File: src/rtl/rsa_mmio_ctrl.sv
// rsa_mmio_ctrl: byte-wide register bank and run sequencer for the RSA modexp core
module rsa_mmio_ctrl #(
   parameter int REG_W     = 8,
   parameter int OP_W      = 16,
   parameter int ADDR_W    = 4,
   parameter int TIMEOUT_W = 8
) (
   input  logic              clk,
   input  logic              rst_n,
   input  logic [ADDR_W-1:0] reg_addr,
   input  logic [REG_W-1:0]  reg_wdata,
   input  logic              reg_we,
   output logic [REG_W-1:0]  reg_rdata,
   input  logic              start_pin,
   output logic              core_en,
   output logic              core_rstb,
   output logic [OP_W-1:0]   core_p,
   output logic [OP_W-1:0]   core_e,
   output logic [OP_W-1:0]   core_m,
   output logic [OP_W-1:0]   core_const,
   input  logic              core_eoc,
   input  logic [OP_W-1:0]   core_c,
   output logic              irq
);
   localparam int NB = OP_W / REG_W;
   localparam int NO = 4 * NB;
   typedef enum logic [1:0] {IDLE, LOAD, RUN, DONE} state_t;
   state_t state, state_nx;
   logic [REG_W-1:0] bank [NO];
   logic [NO*REG_W-1:0] bank_flat;
   logic [OP_W-1:0] c_reg;
   logic [TIMEOUT_W-1:0] wdog;
   logic [2:0] pin_q;
   logic irq_f, done_f, err_to, err_wb, aborted, irq_en;
   logic wr_ctl, start_cmd, stop_cmd, clr_cmd, op_wr, busy, wd_end, load_en;
   genvar b;
   for (b = 0; b < NO; b++) begin : g_flat
      assign bank_flat[b*REG_W +: REG_W] = bank[b];
   end
   assign wr_ctl    = reg_we && reg_addr == ADDR_W'(1);
   assign stop_cmd  = wr_ctl && reg_wdata[1];
   assign start_cmd = ((wr_ctl && reg_wdata[0]) || (pin_q[1] && !pin_q[2])) && !stop_cmd;
   assign clr_cmd   = wr_ctl && reg_wdata[2];
   assign op_wr     = reg_we && reg_addr >= ADDR_W'(2) && reg_addr < ADDR_W'(2 + NO);
   assign busy      = state == LOAD || state == RUN;
   assign wd_end    = wdog == ~TIMEOUT_W'(1);
   assign load_en   = state_nx == LOAD;
   assign irq       = irq_f;
   // state register
   always_ff @(posedge clk or negedge rst_n)
      if (!rst_n) state <= IDLE;
      else        state <= state_nx;
   // next state and core handshake outputs; eoc outranks stop, stop outranks watchdog
   always_comb begin
      state_nx  = state;
      core_en   = state == RUN;
      core_rstb = state == RUN || state == DONE;
      case (state)
         IDLE:    state_nx = start_cmd ? LOAD : IDLE;
         LOAD:    state_nx = stop_cmd ? IDLE : RUN;
         RUN:     state_nx = core_eoc ? DONE : (stop_cmd || wd_end) ? IDLE : RUN;
         DONE:    state_nx = stop_cmd ? IDLE : start_cmd ? LOAD : DONE;
         default: state_nx = IDLE;
      endcase
   end
   // start_pin two-flop synchroniser plus edge-detect register
   always_ff @(posedge clk or negedge rst_n)
      if (!rst_n) pin_q <= '0;
      else        pin_q <= {pin_q[1:0], start_pin};
   // operand bank, writable at any time
   always_ff @(posedge clk or negedge rst_n)
      if (!rst_n) for (int i = 0; i < NO; i++) bank[i] <= '0;
      else        for (int i = 0; i < NO; i++) if (reg_we && reg_addr == ADDR_W'(2 + i)) bank[i] <= reg_wdata;
   // operand snapshot on LOAD entry, watchdog, result capture
   always_ff @(posedge clk or negedge rst_n)
      if (!rst_n) begin
         {core_p, core_e, core_m, core_const, c_reg} <= '0;
         wdog <= '0;
      end else begin
         if (load_en) {core_const, core_m, core_e, core_p} <= bank_flat;
         wdog <= load_en ? '0 : state == RUN ? wdog + TIMEOUT_W'(1) : wdog;
         if (state == RUN && core_eoc) c_reg <= core_c;
      end
   // status flags: clears first so a same-cycle set event wins
   always_ff @(posedge clk or negedge rst_n)
      if (!rst_n) begin
         {irq_f, done_f, err_to, err_wb, aborted, irq_en} <= '0;
      end else begin
         if (clr_cmd) {irq_f, err_to, err_wb, aborted} <= '0;
         if (load_en) {irq_f, done_f, err_to, aborted} <= '0;
         if (state == RUN && core_eoc) begin
            done_f <= 1'b1;
            if (irq_en) irq_f <= 1'b1;
         end else if (state == RUN && stop_cmd) begin
            aborted <= 1'b1;
         end else if (state == RUN && wd_end) begin
            err_to <= 1'b1;
            if (irq_en) irq_f <= 1'b1;
         end
         if (op_wr && busy) err_wb <= 1'b1;
         if (wr_ctl) irq_en <= reg_wdata[3];
      end
   // combinational register read mux; unmapped addresses read zero
   always_comb begin
      reg_rdata = '0;
      if (reg_addr == ADDR_W'(0)) reg_rdata = REG_W'({aborted, err_wb, err_to, busy, done_f, irq_f});
      if (reg_addr == ADDR_W'(1)) reg_rdata = REG_W'({irq_en, 3'b000});
      for (int i = 0; i < NO; i++) if (reg_addr == ADDR_W'(2 + i)) reg_rdata = bank[i];
      for (int i = 0; i < NB; i++) if (reg_addr == ADDR_W'(2 + NO + i)) reg_rdata = c_reg[i*REG_W +: REG_W];
   end
endmodule

File: config.mk
export PLATFORM = sky130hd
export DESIGN_NAME = rsa_mmio_ctrl
export DESIGN_NICKNAME = d
export VERILOG_FILES = /design/src/rtl/rsa_mmio_ctrl.sv
export SDC_FILE = /design/constraint.sdc
export NUM_CORES = 1
export LEC_CHECK = 0
export BUFFER_PORTS_ARGS = -buffer_cell sky130_fd_sc_hd__buf_2
export CELL_PAD_IN_SITES_DETAIL_PLACEMENT = 0
export CELL_PAD_IN_SITES_GLOBAL_PLACEMENT = 1
export CORE_MARGIN = 2
export CORE_UTILIZATION = 50
export DETAILED_ROUTE_END_ITERATION = 12
export GPL_TIMING_DRIVEN = 0
export PLACE_DENSITY_LB_ADDON = 0.3
export SLEW_MARGIN = 20
export SYNTH_ARGS = -nofsm -noshare
export SYNTH_HDL_FRONTEND = slang
export SYNTH_SLANG_ARGS = --single-unit
export TNS_END_PERCENT = 30
File: constraint.sdc
create_clock -name clk -period 4.51 [get_ports clk]
set_input_delay 0.451 -clock clk [delete_from_list [all_inputs] [get_ports clk]]
set_output_delay 0.451 -clock clk [all_outputs]
set_load 0.1 [all_outputs]
==> out/metrics.csv <==
metric,value,unit
outcome,"finished, violations left",
violated checks,hold timing,
Root Driver,clkbuf_16,
initial antenna violation count,0,
Critical Path Fanout Max,10,
Core ar.,0.0144,sq mm
largest net degree at the start of global routing,89,
vias in the first global route,5061,
RSZ-0062 raised after global routing,no,
CP Launch Point,reg_addr[1],
async set-reset flop share out of synthesis,100,%
Port Buffers,105,
Max Slew Vio Count,0,
Largest Register,bank,
Hold Slack,-0.0279,ns
Cell variety after synth,58,
CP Capture Type,output port,
nets,698,
Fin. Hold Viols,20,
synth top area cells,"dfrtp_1 56%, mux2_2 18%, mux2_1 4.2%",
Worst-path clk slew,0.06,ns
"Clk Latency, worst-skew pair",0.43,ns
clk sinks,163,
CTS tree,yes,
Row Count,44,
Most used DFF post-synth,dfrtp_1,
first-pass GRT wire length,29700,um
max FFs per register,64,
H-tree depth,4,
routed len/inst,22.1,um
Routed Antenna Nets,0,
Final Non-Filler Cells,856,
# diodes,0,
GP Congestion,0.855,
die height,125,um
Max Fclk,297,MHz
Synth-to-Final Area Change,18.7,%
die area,0.0156,sq mm
post-CTS setup buffer count,0,
Worst setup SP type,primary input,
FF-to-FF path depth,8,
post_cts resized,0,
share of cells above drive strength 1,43.0,%
max-cap viol count,0,
sequential area share after synthesis,55.8,%
skew final,0.00654,ns
DRC Markers,0,
Worst Path Required,4.06,ns
routed vias/inst,5.75,
clk buf depth,2,
Syn. warnings,0,
Mapped Area,0.00730,sq mm
post-synth top area cell,dfrtp_1,
IO Pins,108,
Routed WL,19000,um
worst reg-to-reg setup slack,2.14,ns
post-DP HPWL,13600,um
Layout Utilization,60.1,%
"EDFF count, synth",0,
Fin Setup TNS,0,ns
CP arrival,2.92,ns
Synth top area share,55.8,%
Final min period,3.37,ns
Slew @ Worst Pin,0.945,ns
worst hold path class,primary input to asynchronous set/reset pin,
DR vias,4918,
Synth Net Count,573,
Die W,125,um
final setup vio count,0,
first-pass iteration count of the detailed router,4,
capture point of the worst path,reg_rdata[2],
CP Class,primary input to output port,
Slew HR,36.6,%
TritonCTS Buffers,17,
synthesized area per cell,13.7,sq um
initial core utilization,50.6,%
"Remaining Overflow, GRT",0,
starting DRC count in detailed routing,371,
Tcrit/Tclk final,74.7,%
Synth Instances,534,
placed insts,824,
RR Endpoint,core_p[9],
CTS Hold Bufs,0,
#FFs+latches synth,163,
Reg2Reg Launch Point,state[0],
Total GRT Usage,25.3,%
## placed cells by master (no fill, tap or decap), types with 10 or more instances in the layout
cell         n
dfrtp_1    163
clkbuf_16   17
mux2i_1     13
nor2_1      18
nand2_1     23
nand3_1     10
buf_2      111
mux2_1      27
mux2_2     120
clkbuf_1    12
## layout make-up
cell class              count  area (sq um)
plain buffers              30           174
inverters                   9          33.8
repair buffers            106           563
multi-input cells         332          3020
flip-flops and latches    163          4080
clock buffers              18           439
well taps                 184           230
fillers                  1183          5760
clock inverters            14           129
## routing by layer
layer | global-route usage, % | vias up | share of wire [%]
met5 | 0 | - | 0
met4 | 8.76 | 0 | 2.5
met2 | 39.3 | 131 | 47
li1 | - | 2204 | -
met1 | 36.0 | 2550 | 46
met3 | 4.90 | 33 | 4.6
## critical path: stages
cell,delay (ns)
buf_2,0.14
buf_2,0.26
buf_2,0.35
clkbuf_1,0.51
nand2_1,0.18
o21ai_0,0.15
a22oi_1,0.09
o22ai_1,0.27
buf_2,0.48
## how the worst min path moves through the flow
stage | startpoint | to | slack [ns] | depth (start not counted)
6_report | rst_n | wdog[3] | -0.03 | 1
5_1_grt | rst_n | wdog[4] | 0.02 | 1
4_1_cts | rst_n | wdog[3] | 0.001 | 1
3_5_place_dp | pin_q[0] | pin_q[1] | 0.36 | 0
3_3_place_gp | pin_q[0] | pin_q[1] | 0.34 | 0
2_1_floorplan | rst_n | aborted | 0.16 | 0
## cell usage after synthesis, types with 3 or more instances
cell,count
dfrtp_1,163
mux2_2,120
mux2_1,27
nand2_1,23
nor2_1,19
mux2i_1,13
clkbuf_1,12
nand3_1,10
a21oi_1,8
inv_1,8
o211ai_1,8
o21ai_0,8
o22ai_1,8
buf_2,7
ha_1,6
mux4_2,6
buf_6,5
nor2b_1,5
xnor2_1,5
a221oi_1,4
buf_4,4
nand2b_1,4
a22o_1,3
a22oi_1,3
and3_1,3
nand3b_1,3
nor3b_1,3
o21a_1,3
o32ai_1,3
xor2_1,3
## per-stage QoR
stage	cell area, sq um	worst slack (ns)
floorplan	7300	0.435
global placement	8060	0.661
detailed placement	8100	1.15
CTS	8670	1.14
global route	8670	1.01
finish	8670	1.14
## cell families (layout without fill, tap and decap cells)
family | Yosys count | in the layout | share of synthesized area, %
flip-flops | 163 | 163 | 55.8
adder cells (fa/ha/maj) | 6 | 6 | 1.03
AND/OR/NAND/NOR | 89 | 89 | 6.87
multiplexers | 166 | 166 | 26.3
AO/OA/AOI/OAI | 63 | 63 | 6.17
XOR/XNOR | 8 | 8 | 0.959
buffers and inverters | 39 | 177 | 2.84
Power is not shown: default switching activity piles up to over one toggle a cycle in this logic, so the estimate is an artifact.
